===== config.mk =====
export PLATFORM = sky130hd
export DESIGN_NAME = fifo_read_stage
export DESIGN_NICKNAME = d
export VERILOG_FILES = /design/src/rtl/fifo_read_stage.sv
export SDC_FILE = /design/constraint.sdc
export NUM_CORES = 1
export LEC_CHECK = 0
export BUFFER_PORTS_ARGS = -buffer_cell sky130_fd_sc_hd__buf_2
export CELL_PAD_IN_SITES_DETAIL_PLACEMENT = 1
export CELL_PAD_IN_SITES_GLOBAL_PLACEMENT = 1
export CORE_MARGIN = 2
export CORE_UTILIZATION = 38
export DETAILED_ROUTE_END_ITERATION = 12
export GPL_TIMING_DRIVEN = 0
export PLACE_DENSITY_LB_ADDON = 0.1
export SETUP_SLACK_MARGIN = 0.5
export SYNTH_ARGS = -nofsm -noshare
export SYNTH_HDL_FRONTEND = slang
export SYNTH_SLANG_ARGS = --single-unit

===== constraint.sdc =====
create_clock -name clk -period 1.66 [get_ports clk]
set_input_delay 0.166 -clock clk [delete_from_list [all_inputs] [get_ports clk]]
set_output_delay 0.166 -clock clk [all_outputs]
set_load 0.01 [all_outputs]

===== src/rtl/fifo_read_stage.sv =====
// Read side of processor_fifo: issues pops against the pointer block, captures the
// synchronous-read RAM word and presents it through a 2-entry valid/ready buffer.
module fifo_read_stage #(
  parameter int unsigned DATA_WIDTH = 8,
  parameter int unsigned ADDR_WIDTH = 3
) (
  input  logic                  clk,
  input  logic                  rst,
  input  logic                  empty,
  input  logic [ADDR_WIDTH:0]   count_pop,
  input  logic [DATA_WIDTH-1:0] rd_data,
  output logic                  pop,
  output logic [ADDR_WIDTH-1:0] rd_addr,
  output logic [DATA_WIDTH-1:0] out_data,
  output logic                  out_valid,
  input  logic                  out_ready,
  output logic [1:0]            occupancy,
  output logic                  overflow_err
);

  typedef enum logic [1:0] {
    StEmpty = 2'd0,
    StOne   = 2'd1,
    StTwo   = 2'd2
  } state_e;

  state_e                state_q;
  logic                  in_flight_q;
  logic                  out_valid_q;
  logic                  overflow_q;
  logic [DATA_WIDTH-1:0] head_q;
  logic [DATA_WIDTH-1:0] tail_q;

  logic       deq;
  logic       arrive;
  logic [1:0] pending;
  logic       unused_count_msb;

  assign deq    = out_valid_q & out_ready;
  assign arrive = in_flight_q;

  // Credit check: buffered + in-flight words, minus the one leaving now, must stay below 2.
  assign pending = 2'(state_q) + 2'(in_flight_q);
  assign pop     = rst & ~empty & (pending < (2'd2 + 2'(deq)));

  // Pointer MSB only distinguishes full from empty; the RAM address wraps on its own.
  assign rd_addr          = count_pop[ADDR_WIDTH-1:0];
  assign unused_count_msb = count_pop[ADDR_WIDTH];

  assign out_data     = head_q;
  assign out_valid    = out_valid_q;
  assign occupancy    = state_q;
  assign overflow_err = overflow_q;

  always_ff @(posedge clk or negedge rst) begin
    if (!rst) begin
      state_q     <= StEmpty;
      in_flight_q <= 1'b0;
      out_valid_q <= 1'b0;
      overflow_q  <= 1'b0;
      head_q      <= '0;
      tail_q      <= '0;
    end else begin
      in_flight_q <= pop;
      case (state_q)
        StEmpty: begin
          if (arrive) begin
            head_q      <= rd_data;
            state_q     <= StOne;
            out_valid_q <= 1'b1;
          end
        end
        StOne: begin
          if (arrive && !deq) begin
            tail_q  <= rd_data;
            state_q <= StTwo;
          end else if (arrive && deq) begin
            head_q <= rd_data;
          end else if (deq) begin
            state_q     <= StEmpty;
            out_valid_q <= 1'b0;
          end
        end
        StTwo: begin
          if (deq) begin
            head_q <= tail_q;
            if (arrive) begin
              tail_q <= rd_data;
            end else begin
              state_q <= StOne;
            end
          end else if (arrive) begin
            // No room: drop the word and flag it until reset.
            overflow_q <= 1'b1;
          end
        end
        default: begin
          state_q     <= StEmpty;
          out_valid_q <= 1'b0;
        end
      endcase
    end
  end

endmodule

Word level (Yosys, flattened, before mapping)
Index checks and enable logic that the tools add are counted.

word-level totals
  flip-flop bits (word level) = 21
  input bits = 16
  output and inout bits = 16
  logic and storage cells = 59

cells by class
  $add $sub $neg = 2
  order comparisons = 1
  equal/unequal tests = 13
  mux-type cells = 20
  bitwise operators = 6
  reductions and logical operators = 11

operators by type and width
  operator                                                               number
  8-bit 2-to-1 mux                                                       6
  8-bit one-hot mux with 3 select lines                                  1
  2-bit inequality test, second input constant                           9
  8-bit one-hot mux with 2 select lines                                  1
  5-bit AND reduction                                                    3
  2-bit 2-to-1 mux                                                       6
  3-bit inequality test, second input constant                           2
  2-bit one-hot mux with 3 select lines                                  1
  1-bit 2-to-1 mux                                                       4
  4-bit AND reduction                                                    1
  1-bit bitwise AND                                                      3
  1-bit inverter                                                         3
  1-bit one-hot mux with 3 select lines                                  1
  3-bit AND reduction                                                    1
  3-bit nonzero test                                                     1
  2-bit by 1-bit adder with 2-bit output                                 1
  2-bit by 1-bit adder with 2-bit output, first input constant           1
  2-bit by 1-bit equality test with 1-bit output, second input constant  1
  2-bit equality test, second input constant                             1
  1-bit logical AND                                                      2
  2-bit logical NOT                                                      1
  2-bit less-than comparator                                             1
  2-bit nonzero test                                                     1
  1-bit logical NOT                                                      1

Longest topological paths before layout
Gate-level depths: netlist (run 1).

  word-level depth = 5
  depth in mapped cells = 4
  mapped depth without buffers = 4

Worst setup path after synthesis (run 1)
OpenSTA, ideal clock, no wires.

  kind = register to register
  start = register state_q[1] (netlist: occupancy[1])
  end = register head_q[0] (netlist: out_data[0])
  library setup time = 125 ps
  arrival = 1,455 ps
  required time = 1,535 ps
  setup slack = 80 ps
  stages on the path, launching flop included = 5
  buffers on the path = 1
  period minus slack after synthesis = 1,580 ps
  path through = dfrtp_1 -> nor2b_4 -> buf_2 -> mux2_2 -> mux2_2

between the ends
  word-level cells in the longest chain between the ends = 3
  elaborated cells on any way between the ends = 10
  classes of those cells = eq/ne: 6; mux: 1; reduce/logical: 3

RTL lines
  what                                                                          RTL line  RTL
  start, declared                                                               27        state_e state_q;
  start signal, assigned                                                        57        state_q <= StEmpty;
  start signal, assigned                                                        69        state_q <= StOne;
  start signal, assigned                                                        76        state_q <= StTwo;
  2-bit by 1-bit equality test with 1-bit output (tied with other cells)        65        case (state_q)
  2-bit inequality test (no source line) or 3-bit nonzero test (tied branches)  n/a
  5-bit AND reduction (no source line)                                          n/a
  end signal, assigned                                                          68        head_q <= rd_data;
  end signal, assigned                                                          78        head_q <= rd_data;
  end signal, assigned                                                          86        head_q <= tail_q;
  end, declared                                                                 31        logic [DATA_WIDTH-1:0] head_q;

Parallel ways exist; a longest one is shown, timed or not.
A chain may end at the register's enable or synchronous reset.

Final worst setup path (run 1)
  start = register state_q[0] (netlist: occupancy[0])
  end = output pop

between the ends
  word-level cells in the longest chain between the ends = 3

RTL lines
  what                                    RTL line  RTL
  2-bit by 1-bit adder with 2-bit output  43        assign pending = 2'(state_q) + 2'(in_flight_q);
  2-bit less-than comparator              44        assign pop = rst & ~empty & (pending < (2'd2 + 2'(deq)));
  1-bit bitwise AND                       44
  end, declared                           12        output logic pop,

Every way passes these cells.

==> results of run 1 <==
[synthesized netlist by cell type]
cell type	instances	share of area [%]
a21boi_4	1	1.9
a21oi_1	3	1.5
and2_1	1	0.62
and2_4	1	0.87
and3b_1	1	0.87
buf_2	1	0.50
buf_4	3	2.2
dfrtp_1	21	52
ha_1	1	1.2
inv_1	3	1.1
mux2_2	24	27
nand2_1	3	1.1
nor2b_2	1	0.87
nor2b_4	1	1.4
nor3_1	1	0.50
o21ai_0	3	1.5
o21ai_2	1	0.87
o21bai_1	1	0.75
o22ai_1	1	0.62
o2bb2ai_1	1	0.87
xnor2_1	1	0.87
xor2_1	1	0.87
[routing by layer]
metal,global-route usage (%),vias up,share of wire [%]
met2,29.93,25,56
met4,4.181,0,0.70
li1,-,352,-
met3,4.450,2,3.8
met1,18.51,386,40
met5,0,-,0
[cells in the final DEF, fill, tap and decap left out, drive strengths merged]
cell	Yosys	final
a21boi	1	1
a21oi	3	3
and2	2	2
and3b	1	1
buf	4	46
clkbuf	0	3
clkinvlp	0	1
dfrtp	21	21
ha	1	1
inv	3	3
mux2	24	24
nand2	3	3
nor2b	2	2
nor3	1	1
o21ai	4	4
o21bai	1	1
o22ai	1	1
o2bb2ai	1	1
xnor2	1	1
xor2	1	1
[through the flow]
step	setup TNS, ps	setup slack (ps)	util, %	cell area (um^2)	std cells
6_report	0	14.84	63.21	1580	151
5_1_grt	-377.6	-50.48	63.21	1580	151
4_1_cts	0	14.27	55.16	1379	147
3_5_place_dp	0	29.23	47.95	1199	132
3_3_place_gp	0	46.49	47.95	1199	132
2_1_floorplan	0	181.1	-	1026	75
[state kept, by name (all words and copies together), names as in the netlist]
name          count
arrive            1
occupancy         2
out_data          8
out_valid         1
overflow_err      1
tail_q            8
[logic make-up (layout without fill, tap and decap cells)]
| kind of cell | after synthesis | count (layout) |
|---|---|---|
| mux | 24 | 24 |
| buf+inv | 7 | 53 |
| flops | 21 | 21 |
| xor+xnor | 2 | 2 |
| fa+ha+maj | 1 | 1 |
| simple gates | 9 | 9 |
| compound gates | 11 | 11 |
[worst max-delay path, delay by kind of cell (launching register included)]
| family | cells | cell delay (ps) |
|---|---|---|
| and+or+nand+nor | 1 | 230 |
| xor gates and xnor gates | 1 | 120 |
| buffers and inverters | 1 | 120 |
| AOI/OAI and AO/OA | 1 | 80 |
| adders and majority gates | 1 | 160 |
| DFF | 1 | 460 |
[path summary, 6_finish.rpt]
kind	end	slack, ps	cells past startpoint	startpoint
hold / removal	tail_q[1]$_DFFE_PN0P_	-210	1	rst
hold reg to reg	overflow_err$_DFFE_PN0P_	500	1	overflow_err$_DFFE_PN0P_
setup / recovery	pop	10	5	occupancy[0]$_DFFE_PN0P_
min in group clk	tail_q[6]$_DFFE_PN0P_	100	2	rd_data[6]
setup reg to reg	out_data[5]$_DFFE_PN0P_	20	6	arrive$_DFF_PN0_
max in group asynchronous	arrive$_DFF_PN0_	1520	1	rst
[layout make-up]
cell class / instances / area, um^2
well taps: 30 / 37.54
plain buffers: 4 / 33.78
flip-flops and latches: 21 / 529.3
multi-input cells: 47 / 606.8
clock buffers: 3 / 22.52
fillers: 262 / 919.6
clock inverters: 1 / 7.507
repair buffers: 42 / 324.1
inverters: 3 / 18.77
[power by group through the flow]
stage	sequential (uW)	clock [uW]	combinational [uW]
after global placement	895	0	792
after detailed placement	917	0	820
after global routing	936	287	1520
after CTS	884	268	1070
final	907	253	1420
after floorplan	945	0	506
[timing repair]
item | in CTS | in global routing
setup endpoints to repair | 18 | 24
gates resized for setup | 16 | 46
buffers inserted | 10 | 4
gates cloned | 1 | 0
hold endpoints to repair | 21 | 21
pin swaps | 3 | 3
==> results.json, run 1 <==
{
  "synth_area_um2": 1007,
  "holdWs_ps": -208.1,
  "switching_power_uw": 876.1,
  "wl_um": 2716,
  "synth-compound-area-share_pct": 7.950,
  "hold_violations": 21,
  "violations": "hold timing",
  "crit_path_start_kind": "flop",
  "io_buffers": 27,
  "cap_violations": 0,
  "rsz0062_at_grt": "yes",
  "finalWeightedCongestion": 0.6391,
  "synthAdderAreaFrac_pct": 1.242,
  "routedWlPerCell_um": 17.99,
  "finalSetupViolations": 0,
  "grt_usage_pct": 16.32,
  "clk_pin_slew_ps": 120,
  "ir_drop_mv": 1.237,
  "power_density_nw_per_um2": 1630,
  "cp.arrival_ps": 1480,
  "relSlewSlack_pct": 68.68,
  "core_um2": 2500,
  "grt_pass1_vias": 822,
  "swShare_pct": 34.00,
  "clkPwrFrac_pct": 9.8,
  "achievable-frequency_mhz": 607.8,
  "rows": 18,
  "cts.path.max_buffers": 2,
  "comb_power_share_pct": 55.0,
  "min_path_type": "input port to async pin",
  "crit_type": "flop to primary output",
  "grt_pass1_wl_um": 3905,
  "die_area_um2": 3079,
  "dp_hpwl_um": 1499,
  "clock_sinks": 21,
  "tritoncts": "done",
  "cpPeakStageDelay_ps": 460,
  "vias": 765,
  "htree_levels": 1,
  "slowest_stage": "dfrtp_2",
  "crit_chain": "ha_4 -> xor2_1 -> o21ai_1 -> and3b_2 -> buf_6",
  "finClkSkew_ps": 1.449,
  "tightest_slew_ps": 469.8,
  "io_pins": 32,
  "cts-root-buf": "clkbuf_4",
  "seq_power_share_pct": 35.2,
  "start_util_pct": 40.29,
  "fin_crit_ps": 1645,
  "synth_cell_types": 22,
  "synth-seq-cells": 21,
  "antenna_left": 0,
  "grt_max_degree": 23,
  "drtIter0Drc": 6,
  "viasPerCell": 5.066,
  "intPower_uw": 1700,
  "antenna_cells": 0,
  "synthCells": 75,
  "antenna_found_initial": 0,
  "p_total_uw": 2577,
  "status": "finished with violations",
  "clkLatencyLatePin_ps": 300,
  "layout.nets": 139,
  "path_max_fanout": 2,
  "synth_mux_area_share_pct": 26.83,
  "globalRouteOverflowTotal": 0,
  "die_y_um": 55.49,
  "yosys_warnings": 0,
  "cp.required_ps": 1490,
  "seq_area_frac_synth_pct": 52.17,
  "die_w_um": 55.49,
  "synth-xor-area-share_pct": 1.739,
  "timing.final.crit_share_pct": 99.11,
  "firstDrtPassIters": 4,
  "slew_violations": 0,
  "drive_gt1_share_pct": 77.69,
  "syn_to_final_growth_pct": 56.89,
  "syn-num-nets": 92,
  "synth.avg_cell_area_um2": 13.43,
  "remaining_drc_errors": 0,
  "cp-end-kind": "primary output",
  "cts_inserted_buffers": 3,
  "synth-simple-area-share_pct": 6.211,
  "leakagePower_uw": 0.0008048,
  "synth_top_family_by_area": "multiplexers"
}
(Power assumes the default switching activity.)
==> run 2, diff against run 1 <==
--- a/config.mk
+++ b/config.mk
@@ -8,10 +8,12 @@
 export BUFFER_PORTS_ARGS = -buffer_cell sky130_fd_sc_hd__buf_2
 export CELL_PAD_IN_SITES_DETAIL_PLACEMENT = 1
 export CELL_PAD_IN_SITES_GLOBAL_PLACEMENT = 1
+export CORE_ASPECT_RATIO = 0.8
 export CORE_MARGIN = 2
 export CORE_UTILIZATION = 38
 export DETAILED_ROUTE_END_ITERATION = 12
 export GPL_TIMING_DRIVEN = 0
+export HOLD_SLACK_MARGIN = 0.03
 export PLACE_DENSITY_LB_ADDON = 0.1
 export SETUP_SLACK_MARGIN = 0.5
 export SYNTH_ARGS = -nofsm -noshare
==> results.json, run 2 (synthesized netlist as in run 1, its figures left out) <==
{
  "status": "finished with violations",
  "violations": "hold timing",
  "seq_power_share_pct": 39.3,
  "hold_violations": 21,
  "die_w_um": 61.56,
  "seq_area_um2": 529.3,
  "firstDrtPassIters": 2,
  "pre_cts_ws_ps": 26.65,
  "cpPeakStageDelay_ps": 450,
  "power_density_nw_per_um2": 1586,
  "tritoncts": "done",
  "achievable-frequency_mhz": 607.9,
  "final_common_cell": "buf_2",
  "htree_levels": 1,
  "cp_top_family": "multiplexers",
  "fill_cells": 282,
  "crit_top_cell": "mux2_2",
  "final_util_pct": 57.66,
  "p_total_uw": 2270,
  "leakagePower_uw": 0.0006704,
  "crit_path_start_kind": "flop",
  "start_util_pct": 40.57,
  "die_y_um": 50.05,
  "ir_drop_mv": 0.6725,
  "timing.final.crit_share_pct": 99.10,
  "dp_hpwl_um": 1544,
  "holdWs_ps": -191.8,
  "post-place-cells": 138,
  "min_path_type": "input port to async pin",
  "fin_crit_ps": 1645,
  "cp.required_ps": 1850,
  "setup_ws_ps": 14.91,
  "layout.nets": 137,
  "drtIter0Drc": 11,
  "swShare_pct": 34.12,
  "clkPwrFrac_pct": 10.7,
  "grt_usage_pct": 16.32,
  "die_area_um2": 3081,
  "routedWlPerCell_um": 15.68,
  "switching_power_uw": 774.6,
  "cp-end-kind": "flop",
  "core_um2": 2482,
  "cp.arrival_ps": 1840,
  "wl_um": 2430,
  "io_buffers": 27,
  "comb_power_share_pct": 50.0,
  "path_max_fanout": 5,
  "crit_chain": "buf_4 -> nor2b_4 -> buf_8 -> mux2_2 -> mux2_2",
  "clk_pin_slew_ps": 110,
  "multi_input_area_um2": 486.7,
  "slowest_stage": "dfrtp_2",
  "clkLatencyLatePin_ps": 300,
  "finClkSkew_ps": 3.297,
  "tightest_slew_ps": 485.8,
  "grt_pass1_wl_um": 3615,
  "slew_violations": 0,
  "globalRouteOverflowTotal": 0,
  "relSlewSlack_pct": 67.61,
  "cap_violations": 0,
  "fin_cells": 155,
  "grt_max_degree": 23,
  "grt_pass1_vias": 761,
  "antenna_found_initial": 0,
  "clock_sinks": 21,
  "io_pins": 32,
  "finalWeightedCongestion": 0.7216,
  "rows": 16,
  "antenna_cells": 0,
  "cts_inserted_buffers": 3,
  "antenna_left": 0,
  "final_cell_mix": "buf_2, mux2_2, dfrtp_1",
  "syn_to_final_growth_pct": 42.11,
  "cts.path.max_buffers": 2,
  "finalSetupViolations": 0,
  "vias": 759,
  "remaining_drc_errors": 0,
  "viasPerCell": 4.897,
  "path_buf_inv": 2,
  "drive_gt1_share_pct": 71.43,
  "rsz0062_at_grt": "yes",
  "cts-root-buf": "clkbuf_4",
  "crit_type": "flop to flop",
  "intPower_uw": 1496
}
-- run 2: worst reg2reg max path, cell delays in order (launching register included) --
cell,delay [ps]
dfrtp_2,450
buf_4,170
nor2b_4,180
buf_8,150
mux2_2,340
mux2_2,260
-- run 2: metrics by stage --
step	hold slack, ps	area [um^2]	TNS, ps
floorplan	-129.6	1026	0
global placement	147.5	1206	0
detailed placement	151.5	1206	0
CTS	-184.9	1358	0
global route	-183.3	1431	-272.0
finish	-191.8	1431	0
-- run 2: final cells by class --
class | instances | area share (%)
Clock buffer | 4 | 1.836
Multi-Input combinational cell | 47 | 34.00
Buffer | 4 | 2.622
Sequential cell | 21 | 36.98
Inverter | 3 | 1.136
Tap cell | 36 | 3.147
Timing Repair Buffer | 40 | 20.28
-- run 2: path summary, 6_finish.rpt --
check / startpoint / end / slack (ps) / cells past startpoint
max: occupancy[0]$_DFFE_PN0P_ / out_data[2]$_DFFE_PN0P_ / 10 / 5
min reg2reg: overflow_err$_DFFE_PN0P_ / overflow_err$_DFFE_PN0P_ / 490 / 1
min: rst / out_valid$_DFFE_PN0P_ / -190 / 1
max reg2reg: occupancy[0]$_DFFE_PN0P_ / out_data[2]$_DFFE_PN0P_ / 10 / 5
min in group clk: rd_data[0] / tail_q[0]$_DFFE_PN0P_ / 100 / 2
max in group asynchronous: rst / arrive$_DFF_PN0_ / 1500 / 1
-- run 2: repair_timing --
action                     CTS  global route
gates resized for setup     11            11
cloned                       0             1
setup buffers               10             2
pin swaps                    1             2
setup endpoints to repair   19            24
hold endpoints to repair    21            21
-- run 2: power groups by stage --
stage          registers [uW]  clock network, uW  logic (uW)
2_1_floorplan             945                  0         506
3_3_place_gp              894                  0         788
3_5_place_dp              918                  0         827
4_1_cts                   883                250        1030
5_1_grt                   917                284        1230
6_report                  892                243        1140
-- run 2: layer usage --
layer,vias up,GRT usage [%],wire (um)
met3,4,5.774,164
met4,0,4.255,31
met2,29,26.67,1186
met1,371,20.17,1047
li1,355,-,-
met5,-,0,0
==> run 3, diff against run 2 <==
--- a/config.mk
+++ b/config.mk
@@ -14,7 +14,7 @@
 export DETAILED_ROUTE_END_ITERATION = 12
 export GPL_TIMING_DRIVEN = 0
 export HOLD_SLACK_MARGIN = 0.03
-export PLACE_DENSITY_LB_ADDON = 0.1
+export PLACE_DENSITY_LB_ADDON = 0.15
 export SETUP_SLACK_MARGIN = 0.5
 export SYNTH_ARGS = -nofsm -noshare
 export SYNTH_HDL_FRONTEND = slang
==> results.json, run 3 (synthesized netlist as in run 1, its figures left out) <==
{
  "status": "finished with violations",
  "violations": "hold timing, setup timing",
  "worstRegToRegCells": 5,
  "final_area_um2": 1528,
  "crit_type": "flop to primary output",
  "drive_gt1_share_pct": 74.17,
  "achievable-frequency_mhz": 592.5,
  "rsz0062_at_grt": "yes",
  "remaining_drc_errors": 0,
  "cp.required_ps": 1490,
  "dp_hpwl_um": 1490,
  "min_path_type": "input port to async pin",
  "wl_um": 2640,
  "syn_to_final_growth_pct": 51.68,
  "relSlewSlack_pct": 67.70,
  "cts-root-buf": "clkbuf_4",
  "grt_max_degree": 23,
  "final_cell_mix": "buf_2, mux2_4, dfrtp_1",
  "cpPeakStageDelay_ps": 450,
  "clock_sinks": 21,
  "io_pins": 32,
  "cap_violations": 0,
  "finClkSkew_ps": 1.722,
  "htree_levels": 1,
  "fin_crit_ps": 1688,
  "slowest_stage": "dfrtp_2",
  "start_util_pct": 40.57,
  "rows": 16,
  "cts.path.max_buffers": 2,
  "crit_chain": "ha_4 -> xor2_1 -> o21ai_1 -> and3b_2 -> buf_6",
  "antenna_cells": 0,
  "globalRouteOverflowTotal": 0,
  "pre_cts_ws_ps": 39.79,
  "power_density_nw_per_um2": 1638,
  "multi_input_area_um2": 564.3,
  "cp.arrival_ps": 1520,
  "path_max_fanout": 2,
  "setup_ws_ps": -27.70,
  "fill_cells": 261,
  "timing.final.crit_share_pct": 101.7,
  "tightest_slew_ps": 484.5,
  "cp-end-kind": "primary output",
  "grt_usage_pct": 18.15,
  "holdWs_ps": -205.6,
  "antenna_left": 0,
  "hold_violations": 21,
  "viasPerCell": 4.936,
  "routedWlPerCell_um": 16.92,
  "slew_violations": 0,
  "final_common_cell": "buf_2",
  "grt_pass1_wl_um": 4029,
  "ir_drop_mv": 0.7008,
  "die_y_um": 50.05,
  "firstDrtPassIters": 3,
  "seq_area_um2": 529.3,
  "leakagePower_uw": 0.0007628,
  "finalWeightedCongestion": 0.7615,
  "cts_inserted_buffers": 3,
  "clk_pin_slew_ps": 120,
  "vias": 770,
  "antenna_found_initial": 0,
  "finalSetupViolations": 1,
  "drtIter0Drc": 20,
  "layout.nets": 138,
  "postPlaceCellArea_um2": 1206,
  "grt_pass1_vias": 827,
  "die_area_um2": 3081,
  "crit_path_start_kind": "flop",
  "tritoncts": "done",
  "clkLatencyLatePin_ps": 310,
  "core_um2": 2482,
  "die_w_um": 61.56,
  "io_buffers": 27
}
-- run 3: cell count changes in the layout (fill, tap and decap cells not counted), sizes merged --
cell    delta
clkbuf     -1
buf        +2
-- run 3: worst max-delay path, delay by kind of cell, from the launching register on --
family	cells	cell delay, ps
buffers and inverters	1	120
AND/OR/NAND/NOR	1	230
adder cells (fa/ha/maj)	1	170
XOR/XNOR	1	140
flip-flops	1	450
AO/OA/AOI/OAI	1	90
-- run 3: repair_timing --
action / 4_1_cts / 5_1_grt
pin swaps: 3 / 4
endpoints found under the setup margin: 20 / 25
setup buffers: 12 / 1
gates cloned: 1 / 0
resized for setup: 17 / 33
endpoints found under the hold margin: 21 / 21
-- run 3: final timing paths --
kind                                     startpoint                       end  slack, ps
max                        occupancy[0]$_DFFE_PN0P_                       pop        -30
min                                             rst   out_data[7]$_DFFE_PN0P_       -210
max reg2reg                occupancy[0]$_DFFE_PN0P_   out_data[0]$_DFFE_PN0P_         30
min reg2reg                 out_data[6]$_DFFE_PN0P_   out_data[6]$_DFFE_PN0P_        520
max in group asynchronous                       rst  occupancy[0]$_DFFE_PN0P_       1510
min in group clk                         rd_data[7]     tail_q[7]$_DFFE_PN0P_         90
-- run 3: where the power goes --
group / switching [uW] / total, uW / internal [uW] / leakage (uW)
clock: 160 / 254 / 94.0 / 0.0000150
combinational: 527 / 1350 / 823 / 0.000502
sequential: 152 / 899 / 747 / 0.000246
total: 839 / 2500 / 1660 / 0.000763
-- run 3: cell type report --
class / instances / area share, %
Sequential cell: 21 / 34.64
Buffer: 4 / 2.211
Timing Repair Buffer: 41 / 20.64
Inverter: 3 / 0.9009
Multi-Input combinational cell: 47 / 36.94
Tap cell: 36 / 2.948
Clock buffer: 4 / 1.720
-- run 3: routing by layer --
metal  routed length [um]  vias up  track usage, %
met5                    0        -               0
li1                     -      350               -
met2                 1352       23           33.68
met3                  130        6           4.724
met1                 1104      391           19.90
met4                   52        0           4.255
-- run 3: metrics by stage --
step / TNS (ps) / instances / total power (uW) / util (%)
after floorplan: 0 / 75 / 1451 / -
after detailed placement: 0 / 138 / 1730 / 48.59
final: -27.70 / 156 / 2503 / 61.54
after global routing: -248.0 / 156 / 2669 / 61.54
after global placement: 0 / 138 / 1681 / 48.59
after CTS: 0 / 155 / 2216 / 55.85
